## src/rtl/noc_ni_pkg.sv

```systemverilog
// Shared NoC flit definitions: default field widths, flit layout offsets and
// the RX write-source selector used by the processor/NI bridge.
package noc_ni_pkg;

   localparam int unsigned NOC_DATA_W = 32;
   localparam int unsigned NOC_ADDR_W = 2;

   // Flit layout on the router side: {src, dest, data}, data in the LSBs.
   localparam int unsigned FLIT_DATA_LSB = 0;
   localparam int unsigned FLIT_DEST_LSB = FLIT_DATA_LSB + NOC_DATA_W;
   localparam int unsigned FLIT_SRC_LSB  = FLIT_DEST_LSB + NOC_ADDR_W;
   localparam int unsigned FLIT_W        = FLIT_SRC_LSB + NOC_ADDR_W;

   typedef enum logic [1:0] {
      RxSelNone = 2'd0,
      RxSelNet  = 2'd1,
      RxSelLoop = 2'd2
   } rx_sel_e;

   function automatic int unsigned level_width(input int unsigned depth);
      return $clog2(depth) + 1;
   endfunction

endpackage

```

## src/rtl/ni_sync_fifo.sv

```systemverilog
// First-word-fall-through synchronous FIFO with full/empty/level status.
// Push when full and pop when empty are ignored.
module ni_sync_fifo #(
   parameter int unsigned WIDTH = 8,
   parameter int unsigned DEPTH = 4
) (
   input  logic                     clk,
   input  logic                     rst,
   input  logic                     push,
   input  logic [WIDTH-1:0]         wdata,
   input  logic                     pop,
   output logic [WIDTH-1:0]         rdata,
   output logic                     full,
   output logic                     empty,
   output logic [$clog2(DEPTH):0]   level
);

   localparam int unsigned PTR_W = $clog2(DEPTH);
   localparam logic [PTR_W:0] FULL_LEVEL = (PTR_W + 1)'(DEPTH);

   logic [WIDTH-1:0] r_mem [DEPTH];
   logic [PTR_W-1:0] r_wptr;
   logic [PTR_W-1:0] r_rptr;
   logic [PTR_W:0]   r_level;

   logic w_push;
   logic w_pop;

   assign full    = (r_level == FULL_LEVEL);
   assign empty   = (r_level == '0);
   assign level   = r_level;
   assign rdata   = r_mem[r_rptr];
   assign w_push  = push && !full;
   assign w_pop   = pop && !empty;

   // Depth is a power of two, so pointers wrap by natural overflow.
   always_ff @(posedge clk) begin
      if (!rst) begin
         r_wptr  <= '0;
         r_rptr  <= '0;
         r_level <= '0;
      end else begin
         if (w_push) begin
            r_wptr <= r_wptr + PTR_W'(1);
         end
         if (w_pop) begin
            r_rptr <= r_rptr + PTR_W'(1);
         end
         if (w_push && !w_pop) begin
            r_level <= r_level + (PTR_W + 1)'(1);
         end else if (w_pop && !w_push) begin
            r_level <= r_level - (PTR_W + 1)'(1);
         end
      end
   end

   always_ff @(posedge clk) begin
      if (w_push) begin
         r_mem[r_wptr] <= wdata;
      end
   end

endmodule

```

## src/rtl/proc_ni_bridge.sv

```systemverilog
// Buffered bridge between the core's NI outputs and the router port, with
// independent TX/RX FIFOs and a loopback path for self-addressed words.
module proc_ni_bridge
   import noc_ni_pkg::*;
#(
   parameter int unsigned DATA_W   = NOC_DATA_W,
   parameter int unsigned ADDR_W   = NOC_ADDR_W,
   parameter int unsigned TX_DEPTH = 4,
   parameter int unsigned RX_DEPTH = 4
) (
   input  logic                        clk,
   input  logic                        rst,
   input  logic [ADDR_W-1:0]           current_node,
   input  logic                        proc_valid,
   output logic                        proc_ready,
   input  logic [ADDR_W-1:0]           proc_dest,
   input  logic [DATA_W-1:0]           proc_data,
   output logic                        ni_valid,
   input  logic                        ni_ready,
   output logic [ADDR_W-1:0]           ni_dest,
   output logic [ADDR_W-1:0]           ni_src,
   output logic [DATA_W-1:0]           ni_data,
   input  logic                        net_valid,
   output logic                        net_ready,
   input  logic [ADDR_W-1:0]           net_src,
   input  logic [DATA_W-1:0]           net_data,
   output logic                        rx_valid,
   input  logic                        rx_pop,
   output logic [ADDR_W-1:0]           rx_src,
   output logic [DATA_W-1:0]           rx_data,
   output logic [$clog2(TX_DEPTH):0]   tx_level,
   output logic [$clog2(RX_DEPTH):0]   rx_level
);

   localparam int unsigned ENTRY_W = ADDR_W + DATA_W;

   logic [ENTRY_W-1:0] w_tx_wdata;
   logic [ENTRY_W-1:0] w_tx_rdata;
   logic               w_tx_push;
   logic               w_tx_pop;
   logic               w_tx_full;
   logic               w_tx_empty;

   logic [ENTRY_W-1:0] w_rx_wdata;
   logic [ENTRY_W-1:0] w_rx_rdata;
   logic               w_rx_push;
   logic               w_rx_pop;
   logic               w_rx_full;
   logic               w_rx_empty;

   logic [ADDR_W-1:0]  w_head_dest;
   logic [DATA_W-1:0]  w_head_data;
   logic               w_head_local;
   logic               w_net_write;
   logic               w_loop_move;
   rx_sel_e            w_rx_sel;

   // TX path: proc_ready depends only on stored state, never on ni_ready.
   assign proc_ready  = rst && !w_tx_full;
   assign w_tx_push   = proc_valid && proc_ready;
   assign w_tx_wdata  = {proc_dest, proc_data};

   assign w_head_dest  = w_tx_rdata[DATA_W +: ADDR_W];
   assign w_head_data  = w_tx_rdata[DATA_W-1:0];
   assign w_head_local = rst && !w_tx_empty && (w_head_dest == current_node);

   assign ni_valid = rst && !w_tx_empty && (w_head_dest != current_node);
   assign ni_dest  = w_head_dest;
   assign ni_src   = current_node;
   assign ni_data  = w_head_data;

   // RX path: net_ready depends only on stored state, never on rx_pop.
   assign net_ready   = rst && !w_rx_full;
   assign w_net_write = net_valid && net_ready;

   assign rx_valid = rst && !w_rx_empty;
   assign rx_src   = w_rx_rdata[DATA_W +: ADDR_W];
   assign rx_data  = w_rx_rdata[DATA_W-1:0];
   assign w_rx_pop = rx_pop && rx_valid;

   // Network words win the single RX write port; a blocked loopback head
   // simply stays at the TX head, stalling everything queued behind it.
   always_comb begin
      w_rx_sel    = RxSelNone;
      w_rx_wdata  = '0;
      w_rx_push   = 1'b0;
      w_loop_move = 1'b0;
      if (w_net_write) begin
         w_rx_sel = RxSelNet;
      end else if (w_head_local && !w_rx_full) begin
         w_rx_sel = RxSelLoop;
      end
      unique case (w_rx_sel)
         RxSelNet: begin
            w_rx_push  = 1'b1;
            w_rx_wdata = {net_src, net_data};
         end
         RxSelLoop: begin
            w_rx_push   = 1'b1;
            w_loop_move = 1'b1;
            w_rx_wdata  = {current_node, w_head_data};
         end
         default: begin
            w_rx_push = 1'b0;
         end
      endcase
   end

   assign w_tx_pop = (ni_valid && ni_ready) || w_loop_move;

   ni_sync_fifo #(
      .WIDTH (ENTRY_W),
      .DEPTH (TX_DEPTH)
   ) u_tx_fifo (
      .clk   (clk),
      .rst   (rst),
      .push  (w_tx_push),
      .wdata (w_tx_wdata),
      .pop   (w_tx_pop),
      .rdata (w_tx_rdata),
      .full  (w_tx_full),
      .empty (w_tx_empty),
      .level (tx_level)
   );

   ni_sync_fifo #(
      .WIDTH (ENTRY_W),
      .DEPTH (RX_DEPTH)
   ) u_rx_fifo (
      .clk   (clk),
      .rst   (rst),
      .push  (w_rx_push),
      .wdata (w_rx_wdata),
      .pop   (w_rx_pop),
      .rdata (w_rx_rdata),
      .full  (w_rx_full),
      .empty (w_rx_empty),
      .level (rx_level)
   );

endmodule
```

## config.mk

```make
export PLATFORM = sky130hd
export DESIGN_NAME = proc_ni_bridge
export DESIGN_NICKNAME = d
export VERILOG_FILES = /design/src/rtl/noc_ni_pkg.sv /design/src/rtl/ni_sync_fifo.sv /design/src/rtl/proc_ni_bridge.sv
export SDC_FILE = /design/constraint.sdc
export NUM_CORES = 1
export LEC_CHECK = 0
export CAP_MARGIN = 25
export CORE_MARGIN = 3
export CORE_UTILIZATION = 49
export DETAILED_ROUTE_END_ITERATION = 12
export PLACE_DENSITY = 0.75
export SETUP_SLACK_MARGIN = 0.5
export SYNTH_ARGS = -nofsm -noshare
export SYNTH_HDL_FRONTEND = slang
export SYNTH_SLANG_ARGS = --single-unit
```

## constraint.sdc

```tcl
create_clock -name clk -period 2.65 [get_ports clk]
set_input_delay 0.53 -clock clk [delete_from_list [all_inputs] [get_ports clk]]
set_output_delay 0.53 -clock clk [all_outputs]
set_load 0.005 [all_outputs]
```

-- Word-level counts from Yosys, hierarchy flattened
Memory sizes are Yosys's and may differ from the RTL's. A register that Yosys moved wholly into a read port is not among the register bits.
Index checks and enable logic that the tools add are counted.
- register bits: 14
- memories: 2
- RAM bits: 272
- output and inout bits: 80
- word-level logic and storage cells: 72
- memory list (name ; depth ; bits a word ; rd ports ; clocked after memory_dff ; wr ports ; RTL line ; source):
    u_rx_fifo.r_mem ; 4 ; 34 ; 1 ; 1 ; 1 ; ni_sync_fifo.sv:21 ; logic [WIDTH-1:0] r_mem [DEPTH];
    u_tx_fifo.r_mem ; 4 ; 34 ; 1 ; 1 ; 1 ; ni_sync_fifo.sv:21 ;
- add/subtract/negate cells: 8
- eq/ne operators: 6
- reduce and logical (&&, ||, !) cells: 33
- muxes and demuxes: 17
- operator list (kind ; count):
    case mux 34 bit (2 select lines) ; 1
    logical AND 1 bit ; 19
    two-way mux 2 bit ; 6
    two-way mux 3 bit ; 4
    adder 2 x 1 -> 2 bit (second input constant) ; 4
    logical NOT 1 bit ; 8
    adder 3 x 1 -> 3 bit (second input constant) ; 2
    equality test 3 bit (second input constant) ; 2
    logical NOT 3 bit ; 2
    two-way mux 1 bit ; 6
    subtractor 3 x 1 -> 3 bit (second input constant) ; 2
    nonzero test 2 bit ; 2
    equality test 2 x 1 -> 1 bit (second input constant) ; 1
    equality test 2 bit ; 1
    equality test 2 bit (second input constant) ; 1
    inequality test 2 bit ; 1
    OR reduction 2 bit ; 1
    logical OR 1 bit ; 1

-- Longest topological paths before layout
- depth in word-level cells: 15
- mapped depth: 12

-- Hierarchy
From an unflattened synthesis, not the netlist that was laid out.
- cells, all modules: 549
- area, all modules: 11687.5 um^2
- modules (own cells, without submodules) (module ; seq. area each (um^2) ; area an instance (um^2) ; times used ; cells each):
    ni_sync_fifo ; 4264.1 ; 5444.0 ; 2 ; 226
    proc_ni_bridge ; 0.0 ; 799.5 ; 1 ; 97

-- Least setup slack after synthesis
No wires, ideal clock.
- kind: reg-to-reg
- start: register (tool-made name)
- end: memory u_rx_fifo.r_mem[0][0] in the netlist's numbering, enable pin
- data arrival time: 2434 ps
- stages on the path, launching flop included: 8
- buffers on the path: 1
- setup slack: -178 ps
- cell sequence: dfxtp_1 > buf_6 > mux4_2 > xnor2_4 > and2_4 > a21oi_1 > inv_1 > and2_1
- RTL lines (what ; RTL line):
    to (decl) ; ni_sync_fifo.sv:21

==> results.md <==
* Clk pwr share at 0.248
* Std cell rows at 54
* Mapped Cells at 578
* Syn Nets at 666
* Vias at 6937
* Die Height at 158 µm
* Multi-input gate area at 3120 µm²
* Layout Nets at 993
* Outcome: finished, violations left
* Critical-path maximum fanout at 4
* Slew Limit Fails at 0
* Final hold vios at 0
* First-pass GRT wire length at 41.3 mm
* # IOs at 156
* Critical-path cell list: mux4_2 -> xnor2_4 -> and2_4 -> a21oi_4 -> inv_2 -> ha_4 -> inv_2 -> fa_2 -> xor2_1 -> or3_1 -> a21boi_1
* Clock Sinks at 290
* Synth Area per Inst at 19.6 µm²
* Synth Cell Area at 11300 µm²
* Top cell type's share of synthesized area at 0.721
* CTS tree: done
* Hold Path Class: flip-flop to flip-flop
* Register area share after synthesis at 0.753
* NetSw at 4.28 mW
* Die area at 25000 µm²
* H-Tree Depth at 1
* Share of cells above drive strength 1 at 0.456
* Max Cap Viol at 0
* Core footprint at 22300 µm²
* Cell mode on critical path: inv_2
* Setup TNS at -0.644 ns
* Switch share at 0.280
* Synth area leader: edfxtp_1
* CP Data Required Time at 3.12 ns
* WL/cell at 25.5 µm
* Post-synthesis cell type count at 38
* Drt via density at 5.76
* FILL cells at 1168
* Synth area leaders: edfxtp_1, mux4_2, dfxtp_1, nand2_1, o21ai_1
* Ys Warns at 0
* Sequential power share at 0.386
* Critical path type: flip-flop to flip-flop
* Final Cell Area at 16600 µm²
* Initial antenna violation count at 0
* Critical path's top delay family: multiplexers
* Largest net degree at the start of global routing at 37
* Min Tclk post-route at 2.78 ns
* Final core occ at 0.746
* Register Area at 8540 µm²
* Cts bufs inserted at 27
* Root buf cell: clkbuf_16
* GR Util All Layers at 0.222
* Port-buffer cells at 155
* Placed cell areas at 13600 µm²
* Worst vdd ir at 0.000662 V
* Crit path buf inv count at 2
* DRT Pass-1 Iters at 5
* Flops & latches, synth at 290
* Setup slack after layout at -0.133 ns
* P&R area growth vs syn at 46.9%
* Logic pwr share at 0.367
* Cell internal pwr at 11.0 mW
* Worst-skew pair later-pin latency at 0.54 ns
* Pleak at 5.91 nW
* Final Wtd Congestion at 0.831
* Drt drc at 0
* Post-CTS Hold Buffers at 0
* Clock Pin Slew Worst Setup and Hold Paths at 0.07 ns
* Pwr/cell area at 920 nW/µm²
* First DRT Iteration DRCs at 587
* Startpoint Class: flip-flop
* Total chip power at 15.3 mW
* Fmax at 359 MHz
* Max incr delay on CP at 0.60 ns
* Slew @ Worst Pin at 0.389 ns
* Clock buffer depth at 3
* RSZ-0062 raised after global routing: true
* Total Wirelength at 30.8 mm
* Die width at 158 µm
* Crit end category: flip-flop
* Crit path DAT at 3.25 ns
* Vias in the first global route at 6783
* Remaining antenna violation count at 0
* Relative slew slack at 0.740
* DP HPWL at 16.0 mm
* Failing checks: negative setup slack
* Tcrit/Tclk final at 1.05
* Pre-CTS WS at -0.217 ns
* Setup Skew at 0.0152 ns
* Final setup violation count at 7
* Ant diodes at 0
* Initial Utilization at 0.508
* CP max stage cell: mux4_2
* Grt total ovfl at 0
## final cells by class
class,instances,share of cell area
Timing Repair Buffer,328,0.225
Inverter,8,0.00181
Sequential cell,290,0.514
Clock inverter,18,0.0101
Multi-Input combinational cell,250,0.187
Tap cell,280,0.0211
Clock buffer,30,0.0413
## metrics by stage
stage | instances | hold WS, ns
global route | 1204 | 0.520
finish | 1204 | 0.497
floorplan | 578 | 0.427
CTS | 1162 | 0.479
global placement | 1026 | 0.449
detailed placement | 1026 | 0.464
## routing by layer
layer | GRT usage | part of all wire | up-vias
met4 | 0.0574 | 0.040 | 0
met1 | 0.281 | 0.36 | 3563
met5 | 0 | 0 | -
met3 | 0.0325 | 0.055 | 80
li1 | - | - | 2973
met2 | 0.404 | 0.54 | 321
## worst paths after layout
check                                    from                          endpoint  slack (ns)  depth (start not counted)
max reg2reg                         flip-flop   u_rx_fifo.level[2]$_SDFFE_PN0P_       -0.13                         11
min          u_tx_fifo.r_rptr[1]$_SDFFE_PN0P_  u_tx_fifo.r_rptr[1]$_SDFFE_PN0P_        0.50                          1
max                                 flip-flop   u_rx_fifo.level[2]$_SDFFE_PN0P_       -0.13                         11
min reg2reg  u_tx_fifo.r_rptr[1]$_SDFFE_PN0P_  u_tx_fifo.r_rptr[1]$_SDFFE_PN0P_        0.50                          1
## timing repair
action	in CTS	in global routing
cloned	11	5
pin swaps	16	21
buffers inserted	77	37
gates resized for setup	394	125
endpoints found under the setup margin	280	358
## Yosys cell counts
| library cell | n |
|---|---|
| o31a_1 | 2 |
| o21ai_0 | 9 |
| a311oi_1 | 1 |
| and2_0 | 1 |
| dfxtp_1 | 18 |
| nand4_1 | 2 |
| o21ai_1 | 30 |
| ha_1 | 10 |
| buf_2 | 9 |
| nor2_1 | 1 |
| a31oi_1 | 1 |
| xnor2_1 | 5 |
| a21oi_2 | 1 |
| or3b_2 | 1 |
| nor2b_1 | 4 |
| nand2_1 | 74 |
| and3_1 | 4 |
| inv_1 | 8 |
| nand3_2 | 1 |
| clkbuf_1 | 16 |
| buf_1 | 1 |
| buf_4 | 2 |
| a21boi_0 | 3 |
| fa_1 | 2 |
| mux2i_1 | 3 |
| nand3_1 | 3 |
| edfxtp_1 | 272 |
| clkbuf_2 | 1 |
| a41oi_2 | 1 |
| xor2_1 | 2 |
| and3b_1 | 2 |
| a21oi_1 | 2 |
| xnor2_4 | 2 |
| and2_1 | 12 |
| or3_1 | 2 |
| mux4_2 | 68 |
| buf_6 | 1 |
| and2_4 | 1 |
## power by group through the flow
stage	logic, mW	registers (mW)	clock network (mW)
2_1_floorplan	1.77	5.89	0
3_3_place_gp	3.51	5.92	0
3_5_place_dp	3.60	5.96	0
4_1_cts	4.58	5.87	3.80
5_1_grt	5.90	5.94	4.03
6_report	5.61	5.90	3.80
## state kept, by name, summed over array words and instances (netlist names), named ones only
| signal | flops |
|---|---|
| u_rx_fifo.level | 3 |
| u_rx_fifo.r_mem | 136 |
| u_rx_fifo.r_rptr | 2 |
| u_rx_fifo.r_wptr | 2 |
| u_tx_fifo.level | 3 |
| u_tx_fifo.r_mem | 136 |
| u_tx_fifo.r_rptr | 2 |
| u_tx_fifo.r_wptr | 2 |
## cells in the final DEF (no fill, tap or decap), types with 3 or more instances in the layout
cell type          n
edfxtp_1         272
buf_6             87
clkdlybuf4s50_1   81
nand2_1           73
mux4_2            68
buf_4             65
buf_12            34
o21ai_4           33
buf_2             32
clkbuf_16         31
buf_16            12
dfxtp_1           11
buf_8             10
ha_1               8
clkinv_1           8
and2_1             7
and2_4             6
inv_1              5
xnor2_1            5
and3_2             4
o21ai_0            4
dfxtp_2            4
a21oi_4            3
inv_2              3
a21boi_1           3
nand3_1            3
mux2i_1            3
dfxtp_4            3
clkinv_2           3
clkbuf_1           3
bufinv_16          3
## logic make-up (layout without fill, tap and decap cells)
group,count (synthesis),count (layout),share of synthesized area
DFF,290,290,0.753
and+or+nand+nor,108,108,0.0440
muxes,71,71,0.138
AOI/OAI and AO/OA,50,50,0.0252
buffers and inverters,38,384,0.0150
adders and majority gates,12,12,0.0146
xor gates and xnor gates,9,9,0.0103
## worst reg2reg max path, stage by stage (launching register included)
cell and delay [ns]:
dfxtp_4 0.40, mux4_2 0.60, xnor2_4 0.18, and2_4 0.21, a21oi_4 0.07, inv_2 0.08
ha_4 0.14, inv_2 0.04, fa_2 0.38, xor2_1 0.16, or3_1 0.32, a21boi_1 0.14
(Power assumes the default switching activity.)
